==> src/rtl/dcache_ctrl.sv <==
// Direct-mapped, write-through, no-write-allocate data cache with 4-word lines.
// Read misses refill a whole line word by word; stores always go through to memory.
module dcache_ctrl #(
  parameter int NUM_LINES = 16
) (
  input  logic        clk,
  input  logic        rst_n,
  input  logic        cpu_read,
  input  logic        cpu_write,
  input  logic [31:0] cpu_addr,
  input  logic [31:0] cpu_wdata,
  output logic [31:0] cpu_rdata,
  output logic        stall,
  output logic        mem_req,
  output logic        mem_we,
  output logic [31:0] mem_addr,
  output logic [31:0] mem_wdata,
  input  logic [31:0] mem_rdata,
  input  logic        mem_ready,
  output logic [31:0] hit_count,
  output logic [31:0] miss_count
);

  localparam int IDX_W = $clog2(NUM_LINES);
  localparam int TAG_W = 28 - IDX_W;

  typedef enum logic [1:0] {IDLE, REFILL, WRITE} state_t;

  state_t             r_state;
  state_t             w_next;
  logic [31:0]        r_addr;
  logic [31:0]        r_wdata;
  logic [1:0]         r_cnt;
  logic [NUM_LINES-1:0] r_valid;
  logic [TAG_W-1:0]   r_tags [NUM_LINES];
  logic [31:0]        r_data [NUM_LINES*4];
  logic [31:0]        r_hit_count;
  logic [31:0]        r_miss_count;

  logic [IDX_W-1:0]   w_idx;
  logic [TAG_W-1:0]   w_tag;
  logic [1:0]         w_off;
  logic               w_hit;
  logic               w_read;
  logic [IDX_W-1:0]   w_ridx;
  logic [TAG_W-1:0]   w_rtag;
  logic               w_wr_hit;
  logic               w_fill;

  assign w_idx  = cpu_addr[4 +: IDX_W];
  assign w_tag  = cpu_addr[31 -: TAG_W];
  assign w_off  = cpu_addr[3:2];
  assign w_hit  = r_valid[w_idx] && (r_tags[w_idx] == w_tag);
  assign w_read = cpu_read && !cpu_write;

  // The registered request address drives every memory-side decision.
  assign w_ridx   = r_addr[4 +: IDX_W];
  assign w_rtag   = r_addr[31 -: TAG_W];
  assign w_wr_hit = r_valid[w_ridx] && (r_tags[w_ridx] == w_rtag);
  assign w_fill   = (r_state == REFILL) && mem_ready;

  always_ff @(posedge clk or negedge rst_n) begin
    if (!rst_n) r_state <= IDLE;
    else        r_state <= w_next;
  end

  always_comb begin
    w_next = r_state;
    unique case (r_state)
      IDLE: begin
        if (cpu_write)                w_next = WRITE;
        else if (cpu_read && !w_hit)  w_next = REFILL;
      end
      REFILL: if (mem_ready && (r_cnt == 2'd3)) w_next = IDLE;
      WRITE:  if (mem_ready)                    w_next = IDLE;
      default: w_next = IDLE;
    endcase
  end

  always_comb begin
    mem_req   = 1'b0;
    mem_we    = 1'b0;
    mem_addr  = 32'h0;
    mem_wdata = 32'h0;
    stall     = 1'b0;
    cpu_rdata = 32'h0;
    unique case (r_state)
      IDLE: begin
        if (cpu_write) begin
          stall = 1'b1;
        end else if (cpu_read) begin
          if (w_hit) cpu_rdata = r_data[{w_idx, w_off}];
          else       stall     = 1'b1;
        end
      end
      REFILL: begin
        mem_req  = 1'b1;
        mem_addr = {r_addr[31:4], r_cnt, 2'b00};
        stall    = 1'b1;
      end
      WRITE: begin
        mem_req   = 1'b1;
        mem_we    = 1'b1;
        mem_addr  = r_addr & 32'hFFFF_FFFC;
        mem_wdata = r_wdata;
        stall     = !mem_ready;
      end
      default: ;
    endcase
  end

  // A line being refilled stays invalid until its last word lands, so an
  // aborted refill can never produce a false hit.
  always_ff @(posedge clk or negedge rst_n) begin
    if (!rst_n) begin
      r_addr       <= 32'h0;
      r_wdata      <= 32'h0;
      r_cnt        <= 2'd0;
      r_valid      <= '0;
      r_hit_count  <= 32'h0;
      r_miss_count <= 32'h0;
    end else begin
      if (r_state == IDLE) begin
        r_cnt <= 2'd0;
        if (cpu_read || cpu_write) begin
          r_addr  <= cpu_addr;
          r_wdata <= cpu_wdata;
        end
        if (w_read && w_hit) r_hit_count <= r_hit_count + 32'd1;
        if (w_read && !w_hit) begin
          r_miss_count   <= r_miss_count + 32'd1;
          r_valid[w_idx] <= 1'b0;
        end
      end
      if (w_fill) begin
        r_cnt <= r_cnt + 2'd1;
        if (r_cnt == 2'd3) r_valid[w_ridx] <= 1'b1;
      end
    end
  end

  always_ff @(posedge clk) begin
    if (w_fill) begin
      r_data[{w_ridx, r_cnt}] <= mem_rdata;
      if (r_cnt == 2'd3) r_tags[w_ridx] <= w_rtag;
    end
    if ((r_state == WRITE) && mem_ready && w_wr_hit)
      r_data[{w_ridx, r_addr[3:2]}] <= r_wdata;
  end

  assign hit_count  = r_hit_count;
  assign miss_count = r_miss_count;

endmodule

==> config.mk <==
export PLATFORM = sky130hd
export DESIGN_NAME = dcache_ctrl
export DESIGN_NICKNAME = d
export VERILOG_FILES = /design/src/rtl/dcache_ctrl.sv
export SDC_FILE = /design/constraint.sdc
export NUM_CORES = 2
export LEC_CHECK = 0
export BUFFER_PORTS_ARGS = -buffer_cell sky130_fd_sc_hd__buf_2
export CAP_MARGIN = 40
export CORE_ASPECT_RATIO = 0.6
export CORE_MARGIN = 2
export CORE_UTILIZATION = 51
export CTS_BUF_LIST = sky130_fd_sc_hd__clkbuf_8
export DETAILED_ROUTE_END_ITERATION = 6
export PLACE_DENSITY_LB_ADDON = 0.3
export SLEW_MARGIN = 40
export SYNTH_ARGS = -nofsm -noshare
export SYNTH_HDL_FRONTEND = slang
export SYNTH_SLANG_ARGS = --single-unit
==> constraint.sdc <==
create_clock -name clk -period 7.2 [get_ports clk]
set_input_delay 0.72 -clock clk [delete_from_list [all_inputs] [get_ports clk]]
set_output_delay 0.72 -clock clk [all_outputs]
set_load 0.01 [all_outputs]
==> key figures <==
Detailed routing
  – Top layer in use: met5
  – Starting DRT DRC Count: 10.2k
  – Via-to-Cell Ratio: 6.71
  – Met3 wire len: 50700 um
  – Final wirelength: 313000 um
  – Wire per inst: 36.4 um
  – DRT Pass-1 Iters: 6
  – Vias: 57.7k
  – Met1 wire length: 121000 um
  – Remaining DRCs: 0
  – WL met2: 131000 um
  – Final ANT Viol Nets: 0

Timing
  – Final setup viols: 0
  – Clk_skew: 0.0729 ns
  – RSZ-0062 raised after global routing: false
  – Fmax: 157 MHz
  – Setup TNS Final: 0 ns
  – Final Hold Fails: 0
  – Slew Limit Headroom: 35.7%
  – Minimum clock period: 6.36 ns
  – Worst slew pin tran: 0.938 ns
  – Period utilization: 88.4%
  – WHS: 0.0617 ns
  – Final Max Tran Viols: 0

Floorplan
  – Initial Util: 51.2%
  – Area of the die: 207000 sq um
  – CORE AREA: 202000 sq um
  – Io pins: 264
  – Site row count: 128
  – Die height: 353 um
  – Die W: 586 um

Hold path
  – Hold Path Origin: cpu_addr[24]
  – Hold Crit Class: input pin to flip-flop

Pwr
  – PD cells: 282 nW/um^2
  – Total power: 33.4 mW
  – Worst VDD drop: 0.225 mV
  – Lkg Pwr: 39.1 nW

Layout
  – Area grow syn2layout: 14.1%
  – Layout cell share with drive strength beyond 1: 34.3%
  – Nets: 5667
  – Final Instance Area: 118000 sq um

Worst setup path
  – Crit path DAT: 5.64 ns
  – Required time of the critical path: 6.48 ns
  – Max FO, Critical Path: 52
  – Worst Setup End Kind: output port
  – Startpoint Class: input pin
  – Worst Setup SP: cpu_addr[5]
  – R2R Path Start: r_addr[4]
  – Critical path class: input pin to output port

Yosys
  – Yosys Warn Count: 0
  – Post-Synth Adder-Cell Area: 0.0845%
  – Share of flip-flops with an asynchronous set or reset: 5.66%
  – Synth Area per Inst: 21.3 sq um
  – Simple-Gate Fraction of Synth Area: 2.76%
  – Sequential-to-total area share from yosys stat: 74.0%
  – Mux share of post-synthesis cell area: 18.9%
  – Synth Instances: 4874
  – Complex-gate fraction of the synthesized area: 2.13%
  – Post-synthesis register bit count: 2578
  – Post-synth EDFFs: 2432
  – Main combinational cell family by area after synthesis: multiplexers
  – Mapped Area: 104000 sq um
  – Primary FF master, synth: edfxtp_1
  – XOR/XNOR share of the synthesized area: 0.904%
  – Count of different cell masters after synthesis: 69

Clocking
  – Cts repair resizes: 0
  – TritonCTS buffer count: 373
  – Worst-Skew Late Latency: 1.01 ns
  – Clock-pin slew of the registers on the worst-case setup and hold paths: 0.07 ns
  – Htree depth: 5
  – Clock Tree Root: clkbuf_8
  – Sink Count: 2578
  – Setup Fix Bufs, Post-CTS: 0
  – Clk buf depth: 4
  – CTS tree: yes
  – CTS Hold Bufs: 45

Placement
  – Routability cong.: 0.949
  – Placed inst area: 111000 sq um
  – HPWL Detailed: 188000 um
  – Buffers on Ports: 259

GRT
  – Vias in the first global route: 55.2k
  – Largest net degree at the start of global routing: 75
  – Global Route Usage Sum: 30.1%
  – Gr ovfl total: 0
  – First-pass GRT wire length: 431000 um
  – Initial antenna violation count: 16

Run
  – Max Cap Violations: 0

Status
  – Status: finished, final reports clean
## area by class of cell
cell class	instances	area (sq um)
Sequential cell	2578	76700
Multi-Input combinational cell	1994	26400
Clock inverter	276	1580
Fill cell	14571	84100
Clock buffer	390	5370
Inverter	24	95.1
Antenna cell	10	25.0
Timing Repair Buffer	588	4700
Tap cell	2730	3420
## stage by stage
| stage | instances | setup slack [ns] | utilization, % |
|---|---|---|---|
| 2_1_floorplan | 4875 | 2.18 | - |
| 3_3_place_gp | 7862 | 1.05 | 54.6 |
| 3_5_place_dp | 7865 | 1.07 | 54.7 |
| 4_1_cts | 8576 | 1.05 | 58.4 |
| 5_1_grt | 8583 | 0.755 | 58.4 |
| 6_report | 8590 | 0.836 | 58.4 |
## final timing paths
kind	end	slack, ns	cells past startpoint
worst max-delay path	cpu_rdata[5]	0.84	10
worst min-delay path	r_addr[24]	0.06	2
worst max register to register	r_data[61][31]	0.93	13
worst min register to register	miss_count[31]	0.47	1
max in group asynchronous	r_addr[5]	5.70	3
min in group asynchronous	r_wdata[13]	0.27	2
## power by group
group | switching, mW | total [mW] | internal (mW)
clock | 5.74 | 11.3 | 5.52
sequential | 0.654 | 17.6 | 17.0
combinational | 2.65 | 4.51 | 1.87
## cells in the final DEF, fill, tap and decap left out, types with 11 or more instances in the layout
master	netlist	layout
o21ai_0	49	48
a22oi_1	19	19
nand2b_1	19	18
xor2_1	46	45
mux2i_1	148	138
a21oi_1	18	18
edfxtp_1	2432	2432
clkinv_1	0	78
mux2_4	0	21
xnor2_1	61	61
a211oi_1	15	15
and3_1	35	35
mux4_2	752	752
nor4_1	22	22
inv_1	23	123
buf_4	19	222
or4_1	12	12
clkbuf_8	0	392
buf_2	67	253
o31ai_1	19	19
bufinv_16	0	13
nor2_4	0	77
nor3_1	41	36
nand4_1	25	25
nand3_1	29	28
dfrtp_1	146	142
clkinv_2	0	66
nand2_1	99	95
nor2_1	146	68
o211ai_1	11	11
and2_1	78	78
a221oi_1	15	15
o22ai_1	118	118
mux2_2	100	79
dlygate4sd3_1	0	45
buf_12	0	53
## synth_stat cells, drive strengths merged, types with 9 or more instances
cell | n | area share, %
edfxtp | 2432 | 70
mux4 | 752 | 16
buf | 148 | 0.71
mux2i | 148 | 1.4
dfrtp | 146 | 3.5
nor2 | 146 | 0.53
clkbuf | 131 | 0.47
o22ai | 118 | 0.71
mux2 | 100 | 1.1
nand2 | 99 | 0.36
and2 | 79 | 0.48
xnor2 | 61 | 0.52
o21ai | 51 | 0.25
xor2 | 46 | 0.39
nor3 | 41 | 0.20
and3 | 35 | 0.21
nand3 | 29 | 0.14
nand4 | 25 | 0.15
inv | 24 | 0.087
nor4 | 23 | 0.15
a22oi | 19 | 0.14
nand2b | 19 | 0.11
o31ai | 19 | 0.14
a21oi | 18 | 0.087
a211oi | 15 | 0.11
a221oi | 15 | 0.13
or4 | 12 | 0.087
o211ai | 11 | 0.080
a22o | 10 | 0.084
nor2b | 10 | 0.060
or3 | 9 | 0.054
## sequential cells by signal, summed over array words and instances (netlist names)
| signal | count |
|---|---|
| r_state | 2 |
| miss_count | 32 |
| r_cnt | 2 |
| r_valid | 16 |
| r_tags | 384 |
| r_addr | 30 |
| r_wdata | 32 |
| r_data | 2048 |
| hit_count | 32 |
## critical path, stage by stage
cell,delay (ns)
clkbuf_8,0.56
mux4_2,0.61
mux4_2,0.51
xnor2_1,0.71
inv_1,0.07
a2111oi_0,0.32
o211ai_1,0.18
or3_2,0.85
a211oi_1,0.74
buf_2,0.26
## cell families (layout without fill, tap and decap cells)
logic type	Yosys count	count (layout)
buf+inv	303	1278
flops	2578	2578
simple gates	556	556
xor+xnor	107	107
compound gates	322	322
fa+ha+maj	7	7
other cells	1	12
mux	1000	1000
## metal layers
layer  GRT usage (%)  up-vias
met5               0        -
met4            9.24        2
met3            11.2      602
met2            40.4     4800
met1            45.8    30296
li1                -    21969
No activity file was read; power rests on OpenSTA's default activity.
